==> src/rtl/clk_div_pkg.sv <==
// Shared constants for the glitch-free integer clock divider.
package clk_div_pkg;
    localparam logic DUTY_HALF     = 1'b0;
    localparam logic DUTY_PULSE    = 1'b1;
    localparam int   MIN_DIV_RATIO = 2;
endpackage

==> src/rtl/clk_div_glitchfree.sv <==
// Integer clock divider with period-boundary shadow reload, selectable duty and bypass.
module clk_div_glitchfree
    import clk_div_pkg::*;
#(
    parameter int RATIO_WIDTH = 8
) (
    input  logic                   i_ref_clk,
    input  logic                   i_rst_n,
    input  logic                   i_clk_en,
    input  logic [RATIO_WIDTH-1:0] i_div_ratio,
    input  logic                   i_duty_mode,
    output logic                   o_div_clk,
    output logic                   o_div_tick,
    output logic                   o_active
);
    logic [RATIO_WIDTH-1:0] cnt, cnt_nxt;
    logic [RATIO_WIDTH-1:0] ratio_act, ratio_nxt;
    logic                   mode_act, mode_nxt;
    logic                   div_q, div_nxt;
    logic                   active, active_nxt;
    logic                   req, boundary;
    logic [RATIO_WIDTH-1:0] half;

    assign req      = i_clk_en & (i_div_ratio >= RATIO_WIDTH'(MIN_DIV_RATIO));
    assign half     = ratio_act >> 1;
    assign boundary = active & (cnt == ratio_act);

    always_comb begin
        cnt_nxt    = cnt;
        ratio_nxt  = ratio_act;
        mode_nxt   = mode_act;
        div_nxt    = div_q;
        active_nxt = active;
        // New configuration is only sampled while idle or at the last cycle of a
        // period, where div_q is already low, so no runt phase can appear.
        if (!active || boundary) begin
            if (req) begin
                active_nxt = 1'b1;
                ratio_nxt  = i_div_ratio;
                mode_nxt   = i_duty_mode;
                cnt_nxt    = RATIO_WIDTH'(1);
                div_nxt    = 1'b1;
            end else begin
                active_nxt = 1'b0;
                ratio_nxt  = '0;
                mode_nxt   = 1'b0;
                cnt_nxt    = '0;
                div_nxt    = 1'b0;
            end
        end else begin
            cnt_nxt = cnt + RATIO_WIDTH'(1);
            div_nxt = (mode_act == DUTY_HALF) && (cnt_nxt <= half);
        end
    end

    always_ff @(posedge i_ref_clk or negedge i_rst_n) begin
        if (!i_rst_n) begin
            cnt       <= '0;
            ratio_act <= '0;
            mode_act  <= 1'b0;
            div_q     <= 1'b0;
            active    <= 1'b0;
        end else begin
            cnt       <= cnt_nxt;
            ratio_act <= ratio_nxt;
            mode_act  <= mode_nxt;
            div_q     <= div_nxt;
            active    <= active_nxt;
        end
    end

    // Only combinational use of the reference clock: the bypass mux.
    assign o_div_clk  = active ? div_q : i_ref_clk;
    assign o_div_tick = active & (cnt == RATIO_WIDTH'(1));
    assign o_active   = active;
endmodule

==> config.mk <==
export PLATFORM = sky130hd
export DESIGN_NAME = clk_div_glitchfree
export DESIGN_NICKNAME = d
export VERILOG_FILES = /design/src/rtl/clk_div_pkg.sv /design/src/rtl/clk_div_glitchfree.sv
export SDC_FILE = /design/constraint.sdc
export NUM_CORES = 1
export LEC_CHECK = 0
export ABC_AREA = 1
export BUFFER_PORTS_ARGS = -buffer_cell sky130_fd_sc_hd__buf_2
export CORE_MARGIN = 2
export CORE_UTILIZATION = 57
export DETAILED_ROUTE_END_ITERATION = 10
export GPL_ROUTABILITY_DRIVEN = 0
export HOLD_SLACK_MARGIN = 0.06
export PLACE_DENSITY = 0.78
export SKIP_LAST_GASP = 1
export SYNTH_ARGS = -nofsm -noshare
export SYNTH_HDL_FRONTEND = slang
export SYNTH_SLANG_ARGS = --single-unit
==> constraint.sdc <==
create_clock -name i_ref_clk -period 2.5 [get_ports i_ref_clk]
set_clock_uncertainty 0.05 [all_clocks]
set_input_delay 0.375 -clock i_ref_clk [delete_from_list [all_inputs] [get_ports i_ref_clk]]
set_output_delay 0.375 -clock i_ref_clk [all_outputs]
set_load 0.01 [all_outputs]
== Yosys cells after proc, flatten, opt, wreduce, memory -nomap -nowiden ==
Index checks and enable logic that the tools add are counted.
Storage, ports and cells
  bits of input ports: 12
  bits in registers: 19
  logic and storage cells: 24
  output and inout port bits: 3
Operators by class
  bitwise logic cells: 4
  equal/unequal tests: 2
  reduce and logical (&&, ||, !) cells: 3
  $add $sub $neg: 1
  multiplexer cells: 7
  order comparisons: 2
Operators by type and width (count)
  2-to-1 mux 8 bit: 2
  adder 8 x 1 -> 8 bit, second input constant: 1
  == test 8 x 1 -> 1 bit, second input constant: 1
  == test 8 bit: 1
  >= comparator 8 x 2 -> 1 bit, second input constant: 1
  <= comparator 8 x 7 -> 1 bit: 1
  2-to-1 mux 1 bit: 5
  bitwise AND 1 bit: 3
  logical AND 1 bit: 1
  logical NOT 1 bit: 1
  logical OR 1 bit: 1
  NOT 1 bit: 1

== Logic depth before layout (Yosys ltp) ==
  word-level depth: 4
  depth in mapped cells: 15
  gate-level depth less buffers: 15

==> impl_metrics.toml <==
[cells_and_area]
syn_to_final_growth_pct = 11.0
design_area_sq_um = 1450
drive_gt1_frac = 0.240
nNetsFinal = 218
diodes = 0
instances_no_fill = 224
postLayoutCoreUtil = 0.664

[logic_synthesis]
synth_top_area_cell = "dfrtp_1"
synth_flop_cell = "dfrtp_1"
synth-xor-area-share = 0.0201
ys_ff_latch = 19
synth_cells = 175
synth_edf_count = 0
syn_area_per_cell_sq_um = 7.49
ys_types = 22
ys_top_cells_by_area = "dfrtp_1 (36%), nand2_1 (19%), ha_1 (8.6%)"
syn_area_sq_um = 1310
synth-async-reset-ratio = 1.00
ys_seq_area_frac = 0.363
yosysMostFrequentCell = "nand2_1"
synth_commonest_cells = "nand2_1 (65), inv_1 (21), dfrtp_1 (19)"
synth_top_family_by_area = "simple AND/OR/NAND/NOR gates"
synthesis.nets = 196
synthAdderAreaFrac = 0.0860
synth-warning-count = 0
yosys.area_share.simple = 0.338
synth_top_cell_area_share = 0.363
synthMuxAreaShare = 0
synth_compound_area_frac = 0.0974

[critical_path]
crit_start = "cnt[0]"
start_kind = "register"
end_kind = "register"
r2r_start = "cnt[0]"
critPathMaxFanout = 6
cp.arrival_ns = 2.48
cp-endpoint = "div_q"
r2r_slack_ns = 0.28
critical_path_class = "reg -> reg"
r2r_end = "div_q"
ff2ff_path_depth = 15
worst-endpoint-required_ns = 2.76

[global_route]
grt_pass1_vias = 1087
grtUsageTotal = 0.238
grt_max_degree = 20
antenna_found_initial = 0
grt_pass1_wl_mm = 4.55
overflow = 0

[timing]
final_max_slew_viol_count = 0
min_period_ns = 2.22
holdWs_ns = 0.162
slew_headroom = 0.638
rsz0062_at_grt = "false"
fin_crit_sh = 0.888
fmax_mhz = 450
finalHoldViolCount = 0
setup_viol = 0
fin_setup_tns_ns = 0
worst_pin_slew_ns = 0.542

[floorplanning]
die_x_microns = 51.9
core-area_sq_um = 2190
rows = 17
dieArea_sq_um = 2700
num_io_pins = 15
start_util = 0.598
die_h_microns = 51.9

[pwr]
vdd_drop_max_mv = 0.280
p_leak_nw = 0.832
p_per_area_nw_per_um2 = 378

[place]
placed_cells = 216
portBuffers = 14
place_area_sq_um = 1400
hpwl_mm = 2.10

[clocking]
hold_buffers = 1
postCtsSetupRepairBufs = 0
cts_resized = 0
clk_pin_slew_ns = 0.10
cts_tree = "done"
clock_latency_ns = 0.41

[detailed_routing]
dr.pass1.iters = 4
drc = 0
drt_iter0_drc = 29
avgRoutedWirePerCell_microns = 11.7
via_per_inst = 4.95
vias = 1109
ant_nets = 0
wl_mm = 2.61

[run_status]
status = "finished clean"

[min_path]
hold_start = "i_duty_mode"
hold_class = "in -> reg"

[job]
cap_violations = 0
[worst min-delay path by stage]
| stage | end | slack [ns] | cells after the start |
|---|---|---|---|
| finish | mode_act | 0.16 | 3 |
| global route | ratio_act[2] | 0.18 | 3 |
| CTS | mode_act | 0.16 | 3 |
| detailed placement | cnt[4] | 0.29 | 1 |
| global placement | cnt[4] | 0.29 | 1 |
| floorplan | cnt[0] | 0.03 | 0 |
[stage by stage]
stage / power, mW / worst slack, ns
4_1_cts: 0.558 / 0.280
5_1_grt: 0.579 / 0.115
3_5_place_dp: 0.339 / 0.295
3_3_place_gp: 0.338 / 0.404
6_report: 0.550 / 0.279
2_1_floorplan: 0.322 / 0.539
[worst max-delay path: stages (launching register included)]
cell	delay, ns
dfrtp_1	0.46
ha_1	0.24
nand2_1	0.12
inv_1	0.09
o21ai_0	0.22
nor2_1	0.07
ha_1	0.27
nand2_1	0.06
nor2_1	0.14
nand2_1	0.07
nand3_1	0.06
nand2_1	0.05
nand2_1	0.05
nand2_1	0.06
nand3_2	0.05
nand2_1	0.04
[where the power goes]
group	internal (mW)	switching [mW]	leakage (nW)
clock	0.115	0.102	0.0425
sequential	0.307	0	0.198
combinational	0.00990	0.0162	0.591
[layout by cell type (no fill, tap or decap)]
cell / instances
a21oi_1: 2
a31oi_2: 1
buf_2: 14
clkbuf_1: 1
clkbuf_4: 6
dfrtp_1: 19
dlygate4sd3_1: 1
ha_1: 9
inv_1: 21
inv_2: 7
nand2_1: 65
nand2_2: 2
nand2_4: 2
nand3_1: 2
nand3_2: 1
nand4_1: 2
nor2_1: 15
nor2_2: 1
nor2_4: 3
nor3_1: 7
o21ai_0: 1
o21ai_1: 1
o21ai_2: 9
o21ai_4: 1
xor2_1: 3
[routing by layer]
metal / global-route usage / part of all wire / vias to the layer above
li1: - / - / 580
met1: 0.277 / 0.46 / 501
met2: 0.405 / 0.49 / 21
met3: 0.0517 / 0.028 / 7
met4: 0.123 / 0.024 / 0
met5: 0 / 0 / -
[registers in the layout, summed over array words and instances, names as in the netlist]
register / count
cnt: 8
ratio_act: 8
div_q: 1
mode_act: 1
o_active: 1
[logic make-up after synthesis]
group / after synthesis
AO/OA/AOI/OAI: 15
XOR/XNOR: 3
adder cells (fa/ha/maj): 9
buffers and inverters: 29
flip-flops: 19
AND/OR/NAND/NOR: 100
[layout make-up]
type / instances / area, sq um
fillers: 191 / 737
multi-input cells: 127 / 709
flip-flops and latches: 19 / 475
inverters: 28 / 105
repair buffers: 14 / 75.1
clock buffers: 8 / 53.8
well taps: 28 / 35.0
(Power assumes the default switching activity.)
